### src/rtl/nes_pkg.sv
// Shared NES bus definitions: OAM DMA sequencer states and the two PPU/APU
// register addresses the DMA block and the bus decoder both need.
package nes_pkg;

    typedef enum logic [2:0] {
        IDLE,
        HALT,
        ALIGN,
        ALIGN2,
        READ,
        WRITE,
        DONE
    } dma_state_t;

    localparam logic [15:0] ADDR_OAMDMA  = 16'h4014;
    localparam logic [15:0] ADDR_OAMDATA = 16'h2004;

endpackage

### src/rtl/oam_dma.sv
// Sprite OAM DMA: a CPU write to $4014 halts the CPU and copies one page to OAMDATA.
// Optional OAM_DMA_CYCLE_CNT_EN adds a stolen_cycles counter output.
module oam_dma
    import nes_pkg::*;
#(
    parameter logic [15:0] DMA_REG_ADDR  = ADDR_OAMDMA,
    parameter logic [15:0] OAM_DATA_ADDR = ADDR_OAMDATA,
    parameter int unsigned XFER_LEN      = 256
) (
    input  logic        clk,
    input  logic        rst,
    input  logic [15:0] cpu_addr,
    input  logic        cpu_rw,
    input  logic [7:0]  cpu_data_i,
    input  logic [7:0]  bus_data_i,
    output logic        cpu_halt,
    output logic        dma_active,
    output logic [15:0] dma_addr,
    output logic        dma_rw,
    output logic [7:0]  dma_data_o,
    output logic        done
`ifdef OAM_DMA_CYCLE_CNT_EN
    ,
    output logic [15:0] stolen_cycles
`endif
);

    localparam logic [7:0] LAST_IDX = 8'(XFER_LEN - 1);

    dma_state_t state;
    logic [7:0] idx;
    logic [7:0] page;
    logic       cyc_odd;
    logic       trigger;

    assign trigger = !cpu_rw && (cpu_addr == DMA_REG_ADDR);

    // The decoder returns read data one clk after the address, so the byte
    // fetched in READ is on bus_data_i during WRITE and is forwarded directly.
    assign dma_data_o = (state == WRITE) ? bus_data_i : 8'h00;

    always_ff @(posedge clk) begin
        if (rst) begin
            state      <= IDLE;
            idx        <= '0;
            page       <= '0;
            cyc_odd    <= 1'b0;
            cpu_halt   <= 1'b0;
            dma_active <= 1'b0;
            dma_addr   <= '0;
            dma_rw     <= 1'b1;
            done       <= 1'b0;
        end else begin
            cyc_odd <= ~cyc_odd;
            done    <= 1'b0;
            unique case (state)
                IDLE: begin
                    if (trigger) begin
                        page     <= cpu_data_i;
                        cpu_halt <= 1'b1;
                        state    <= HALT;
                    end
                end
                HALT: begin
                    // The CPU only stops on a read cycle; its address is replayed as the dummy read.
                    if (cpu_rw) begin
                        dma_active <= 1'b1;
                        dma_rw     <= 1'b1;
                        dma_addr   <= cpu_addr;
                        state      <= ALIGN;
                    end
                end
                ALIGN: begin
                    if (cyc_odd) begin
                        dma_addr <= {page, idx};
                        state    <= READ;
                    end else begin
                        state <= ALIGN2;
                    end
                end
                ALIGN2: begin
                    dma_addr <= {page, idx};
                    state    <= READ;
                end
                READ: begin
                    dma_addr <= OAM_DATA_ADDR;
                    dma_rw   <= 1'b0;
                    state    <= WRITE;
                end
                WRITE: begin
                    dma_rw <= 1'b1;
                    if (idx == LAST_IDX) begin
                        cpu_halt   <= 1'b0;
                        dma_active <= 1'b0;
                        done       <= 1'b1;
                        state      <= DONE;
                    end else begin
                        idx      <= idx + 8'd1;
                        dma_addr <= {page, idx + 8'd1};
                        state    <= READ;
                    end
                end
                DONE: begin
                    idx   <= '0;
                    state <= IDLE;
                end
                default: state <= IDLE;
            endcase
        end
    end

`ifdef OAM_DMA_CYCLE_CNT_EN
    always_ff @(posedge clk) begin
        if (rst) begin
            stolen_cycles <= '0;
        end else if (state == IDLE && trigger) begin
            stolen_cycles <= '0;
        end else if (cpu_halt) begin
            stolen_cycles <= stolen_cycles + 16'd1;
        end
    end
`endif

endmodule

### config.mk
export PLATFORM = sky130hd
export DESIGN_NAME = oam_dma
export DESIGN_NICKNAME = d
export VERILOG_FILES = /design/src/rtl/nes_pkg.sv /design/src/rtl/oam_dma.sv
export SDC_FILE = /design/constraint.sdc
export NUM_CORES = 1
export LEC_CHECK = 0
export ABC_AREA = 1
export CAP_MARGIN = 30
export CORE_UTILIZATION = 46
export DETAILED_ROUTE_END_ITERATION = 10
export MAX_ROUTING_LAYER = met4
export PLACE_DENSITY_LB_ADDON = 0.25
export SLEW_MARGIN = 20
export SYNTH_ARGS = -nofsm -noshare
export SYNTH_HDL_FRONTEND = slang
export SYNTH_SLANG_ARGS = --single-unit
### constraint.sdc
create_clock -name clk -period 1.8 [get_ports clk]
set_input_delay 0.36 -clock clk [delete_from_list [all_inputs] [get_ports clk]]
set_output_delay 0.36 -clock clk [all_outputs]
set_load 0.01 [all_outputs]
==> results of run 1 <==
-- worst max-delay path: stages, from the launching register on --
cell and delay [ps]:
dfxtp_1 320, inv_2 80, nand2_4 50, inv_1 70
nand2_1 80, buf_12 150, nor2_1 70, dlygate4sd2_1 260
-- path summary, 6_finish.rpt --
kind / from / to / slack, ps
max reg2reg: idx[1]$_SDFFE_PP0P_ / dma_addr[12]$_SDFFE_PP0P_ / 180
min reg2reg: cyc_odd$_SDFF_PP0_ / cyc_odd$_SDFF_PP0_ / 450
min: cyc_odd$_SDFF_PP0_ / cyc_odd$_SDFF_PP0_ / 450
max: state[1]$_SDFFE_PP0P_ / dma_data_o[2] / 80
-- logic make-up (layout without fill, tap and decap cells) --
kind of cell               count (synthesis)  after routing
DFF                                       40             40
and+or+nand+nor                          218            218
AOI/OAI and AO/OA                         36             36
adders and majority gates                  1              1
buffers and inverters                     70            138
-- timing repair --
item | in CTS | in global routing
resized for setup | 9 | 16
endpoints found under the setup margin | 8 | 12
buffers inserted | 0 | 1
pin swaps | 0 | 1
-- state kept, by name (all words and copies together), names as in the netlist --
register    flops
page            8
cpu_halt        1
dma_rw          1
dma_addr       16
cyc_odd         1
done            1
dma_active      1
state           3
idx             8
-- Yosys cell counts, drive strengths merged (3+ instances only) --
cell,count
o21ai,18
nor2,74
or2,3
nand2,99
a21oi,14
nand3,34
buf,10
clkbuf,4
inv,56
nand4,7
dfxtp,40
-- power by group through the flow --
stage          clock, mW  sequential (mW)  combinational (mW)
2_1_floorplan          0             1.24               0.559
3_3_place_gp           0             1.15                1.12
3_5_place_dp           0             1.16                1.12
4_1_cts            0.872             1.14                1.13
5_1_grt            0.909             1.16                1.27
6_report           0.858             1.14                1.13
-- per-layer routing --
| layer | vias to the layer above | share of wire [%] | GRT usage [%] |
|---|---|---|---|
| met3 | 11 | 5.0 | 5.00 |
| li1 | 1255 | - | - |
| met2 | 66 | 46 | 36.8 |
| met5 | - | 0 | - |
| met1 | 1038 | 47 | 29.9 |
| met4 | 0 | 1.9 | 7.84 |
-- cells in the final DEF, fill, tap and decap left out, types with 5 or more instances in the layout --
cell type	n
a21oi_1	14
buf_4	10
clkbuf_2	7
clkbuf_8	5
clkdlybuf4s50_1	54
dfxtp_1	39
inv_1	53
nand2_1	96
nand3_1	32
nand4_1	7
nor2_1	70
o21ai_0	18
-- layout make-up --
cell class	instances	area share [%]
multi-input combinational	255	37.2
sequential	40	25.9
timing repair buffer	75	23.3
inverter	56	6.79
tap	67	2.71
clock buffer	5	2.22
clock inverter	2	1.94
-- metrics by stage --
stage	util, %	power (mW)	cell area (um2)	setup TNS [ps]	worst slack (ps)
2_1_floorplan	-	1.80	2250	0	346
3_5_place_dp	63.0	2.28	2980	-803	-80.3
6_report	65.5	3.12	3090	0	83.0
5_1_grt	65.5	3.34	3090	0	11.3
3_3_place_gp	63.0	2.27	2980	-228	-31.0
4_1_cts	65.6	3.14	3100	0	17.1
==> out/qor.yml, run 1 <==
timing:
  maxSlewViolCount: 0
  holdWs_ps: 454
  skew_ps: 11.1
  period_needed_ps: 1720
  hold_violations: 0
  maxSlewHeadroom_pct: 77.6
  finalSetupViolations: 0
  worst_slew_pin_slew_ps: 334
  fin_crit_sh_pct: 95.4
  rsz0062_at_grt: "false"
  timing.fmax_ghz: 0.582
synthesis:
  synth_top_flop_cell: "dfxtp_1"
  yosys.area.top_type: "dfxtp_1"
  synthDistinctLibCells: 28
  yosysTopAreaCellShare_pct: 35.6
  synth_mux_area_share_pct: 0
  synthArstFlopShare_pct: 0
  synth_edf_count: 0
  syn_area_um2: 2250
  synth_compound_area_share_pct: 8.51
  synth.area.top_cells: "dfxtp_1 (36%), nand2_1 (16%), nor2_1 (12%)"
  synth-seq-cells: 40
  yosysWarningCount: 0
  syn_inst: 365
  synth_top_family_by_area: "simple AND/OR/NAND/NOR gates"
  avgSynthCellArea_um2: 6.16
  synth-adder-area-share_pct: 0.556
  synth_nets: 401
  synth-xor-area-share_pct: 0
  synth-seq-area-share_pct: 35.6
  synthSimpleGateAreaFrac_pct: 41.9
cells_and_area:
  ff_latch_area_um2: 802
  areaGrowthSynthToFinish_pct: 37.5
  antenna-diode-count: 0
  multi_input_area_um2: 1150
  drive_gt1_share_pct: 9.93
  fin_cells: 500
  n_fill_cell: 446
  fin_nets: 469
power_and_ir_drop:
  powerDensity_nw_per_um2: 1010
  power_leakage_nw: 1.45
  sequentialPowerShare_pct: 36.4
  p_sw_share_pct: 30.4
  clkPwrFrac_pct: 27.5
  combinationalPowerShare_pct: 36.1
  p_int_mw: 2.17
  switchingPower_mw: 0.949
  peakVddDrop_mv: 0.484
clock_network:
  tritoncts: "done"
  insertion_delay_ps: 290
  cts.sinks: 40
  h-tree-depth: 2
  path_clk_slew_ps: 70
  cts.hold.buffers_added: 0
  cts_root_buf: "clkbuf_8"
  clk_path_buf_depth: 2
  cts_buffers: 5
placement:
  portBuffers: 62
  gp_congestion: 0.891
  dp_hpwl_um: 4250
  placedCellCount: 492
critical_path:
  critPathArrivalTime_ps: 1360
  cp-start-kind: "register"
  endpoint_kind: "output pin"
  critPathKind: "reg2out"
  critPathRequiredTime_ps: 1440
  path_max_fanout: 9
  reg2reg_depth: 9
floorplan:
  dieWidth_um: 71.9
  ios: 63
  start_util_pct: 47.6
  fp.dieH_um: 71.9
  die_area_um2: 5170
  fp.coreArea_um2: 4720
  placementRows: 25
hold_path:
  hold_depth: 1
  hold_class: "reg2reg"
detailed_routing:
  num_vias: 2370
  drt_first_iter_violations: 121
  drt-wirelength-per-cell_um: 11.5
  drt_wl_total_um: 5750
  vias_per_cell: 4.74
  drt_pass1_iterations: 7
  ant_nets: 0
  drc: 2
global_routing:
  antenna_found_initial: 0
  grt_max_degree: 30
  grt_util_all_layers_pct: 23.3
  first_global_vias: 2080
  grt_overflow: 0
  grt_pass1_wl_um: 9180
outcome:
  status: "finished with violations"
  failed_checks: "design-rule violations"
flow_run:
  cap_violations: 0
Power figures use the tool's default switching activity.
==> inputs of run 2 (changes only) <==
Settings changed: PLACE_DENSITY_LB_ADDON 0.25 to 0.2.
==> out/qor.yml, run 2 (synthesized netlist as in run 1, its figures left out) <==
critical_path:
  r2r-start: "state[0]$_SDFFE_PP0P_"
  critPathMaxStageDelay_ps: 310  # about the same
  r2r-end: "dma_addr[10]$_SDFFE_PP0P_"
  critPathArrivalTime_ps: 1330  # -30 ps
  path_max_fanout: 9  # unchanged
  critPathRequiredTime_ps: 1440  # about the same
  r2r_slack_ps: 150  # -30 ps
  cp-start-kind: "register"
  endpoint_kind: "output pin"
  cpMaxStageDelayCell: "dfxtp_1"
  worstPathCellList: "inv_1 > nand2_4 > inv_1 > nand2_4 > nor2_1 > dlygate4sd2_1"
  reg2reg_depth: 10  # +1
  critPathKind: "reg2out"
timing:
  rsz0062_at_grt: "false"
  holdWs_ps: 445  # -8.61 ps
  maxSlewHeadroom_pct: 77.1  # -0.59 points
  finalSetupViolations: 0  # unchanged
  worst_slew_pin_slew_ps: 343  # +8.87 ps
  fin_crit_sh_pct: 94.0  # -1.4 points
  maxSlewViolCount: 0  # unchanged
  timing.fmax_ghz: 0.591  # +1.5%
  period_needed_ps: 1690  # -25.0 ps
  hold_violations: 0  # unchanged
  skew_ps: 5.88  # -5.22 ps
cells_and_area:
  drive_gt1_share_pct: 7.62  # -2.3 points
  fin_nets: 468  # -0.21%
  utilization_pct: 65.4  # -0.13 points
  layout_common_cells: "nand2_1 (96), nor2_1 (70), inv_1 (54), clkdlybuf4s50_1 (54), dfxtp_1 (40)"
  n_fill_cell: 472  # +5.8%
  largest_register_ffs: 16  # unchanged
  multi_input_area_um2: 1160  # +0.87%
  reg.largest.list: "dma_addr x16, idx x8, page x8"
  final_area_um2: 3090  # -0.20%
  areaGrowthSynthToFinish_pct: 37.3
  fin_cells: 500  # unchanged
  top_register: "dma_addr"
  antenna-diode-count: 0  # unchanged
  ff_latch_area_um2: 801  # -0.16%
  final_common_cell: "nand2_1"
clock_network:
  cts.sinks: 40  # unchanged
  cts_buffers: 5  # unchanged
  tritoncts: "done"
  cts.hold.buffers_added: 0  # unchanged
  insertion_delay_ps: 290  # about the same
  cts_root_buf: "clkbuf_8"
  path_clk_slew_ps: 70  # about the same
  h-tree-depth: 2  # unchanged
  clk_path_buf_depth: 2  # unchanged
detailed_routing:
  vias_per_cell: 4.59  # -3.1%
  drc: 0  # -2
  num_vias: 2296  # -3.1%
  drt_wl_total_um: 5450  # -5.1%
  drt-wirelength-per-cell_um: 10.9  # -5.1%
  drt_first_iter_violations: 113  # -6.6%
  drt_pass1_iterations: 4  # -3
  ant_nets: 0  # unchanged
hold_path:
  worstHoldEndpoint: "cyc_odd$_SDFF_PP0_"
  hold_depth: 1  # unchanged
  hold_class: "reg2reg"
  min_from: "cyc_odd$_SDFF_PP0_"
power_and_ir_drop:
  power_leakage_nw: 1.47  # +1.5%
  powerDensity_nw_per_um2: 969  # -4.0%
  peakVddDrop_mv: 0.474  # -2.0%
  total_power_mw: 2.99  # -4.2%
flow_run:
  cap_violations: 0  # unchanged
placement:
  placed_area_um2: 2960  # -0.67%
  gp_congestion: 0.929  # +4.2%
  portBuffers: 62  # unchanged
  placedCellCount: 491  # -0.20%
  dp_hpwl_um: 4080  # -4.1%
floorplan:
  dieWidth_um: 71.9  # unchanged
  fp.coreArea_um2: 4720  # unchanged
  start_util_pct: 47.6  # unchanged
  ios: 63  # unchanged
  fp.dieH_um: 71.9  # unchanged
  placementRows: 25  # unchanged
  die_area_um2: 5170  # unchanged
global_routing:
  first_global_vias: 1961  # -5.7%
  grt_pass1_wl_um: 9120  # -0.61%
  grt_max_degree: 30  # unchanged
  grt_overflow: 0  # unchanged
  antenna_found_initial: 0  # unchanged
  grt_util_all_layers_pct: 23.1  # -0.27 points
outcome:
  status: "complete, no violations"
## run 2: changes by cell type in the layout (fill, tap and decap cells not counted), moves of 2 or more
cell,delta
nand2_2,-2
dlygate4sd2_1,+7
clkbuf_2,-7
nand2_4,+2
## run 2: cell type report
class / instances / area share, %
Multi-Input combinational cell: 255 / 37.6
Sequential cell: 40 / 25.9
Timing Repair Buffer: 74 / 23.5
Inverter: 56 / 6.81
Tap cell: 67 / 2.71
Clock buffer: 6 / 2.35
Clock inverter: 2 / 1.13
## run 2: worst max-delay path, delay by kind of cell, from the launching register on
| kind | cells | cell delay (ps) |
|---|---|---|
| buffers and inverters | 3 | 480 |
| flip-flops | 1 | 310 |
| AND/OR/NAND/NOR | 3 | 250 |
## run 2: layer usage
layer / global-route usage, % / wire, um / vias to the layer above
li1: - / - / 1257
met1: 33.1 / 2750 / 967
met2: 32.9 / 2370 / 63
met3: 4.58 / 256 / 9
met4: 6.54 / 73 / 0
met5: - / 0 / -
## run 2: worst max path at each step
| stage | start | end | slack [ps] | depth (start not counted) |
|---|---|---|---|---|
| 6_report | state[1]$_SDFFE_PP0P_ | dma_data_o[3] | 110 | 6 |
| 5_1_grt | idx[1]$_SDFFE_PP0P_ | idx[0]$_SDFFE_PP0P_ | 2 | 8 |
| 4_1_cts | state[0]$_SDFFE_PP0P_ | dma_addr[10]$_SDFFE_PP0P_ | 80 | 9 |
| 3_5_place_dp | bus_data_i[3] | dma_data_o[3] | -60 | 4 |
| 3_3_place_gp | bus_data_i[1] | dma_data_o[1] | -40 | 4 |
| 2_1_floorplan | cpu_addr[12] | page[0]$_SDFFE_PP0P_ | 350 | 6 |
## run 2: power breakdown
| group | switching (mW) | total [mW] | internal [mW] |
|---|---|---|---|
| registers | 0.0848 | 1.14 | 1.06 |
| logic | 0.558 | 1.13 | 0.574 |
| clock network | 0.309 | 0.720 | 0.411 |
## run 2: timing repair
item,CTS,global route
buffers inserted,0,1
cloned,0,0
endpoints found under the setup margin,8,14
resized for setup,10,1
pin swaps,0,1
## run 2: through the flow
stage	setup slack, ps	setup TNS, ps
floorplan	346	0
global placement	-37.1	-358
detailed placement	-63.3	-686
CTS	78.0	0
global route	1.63	0
finish	108	0
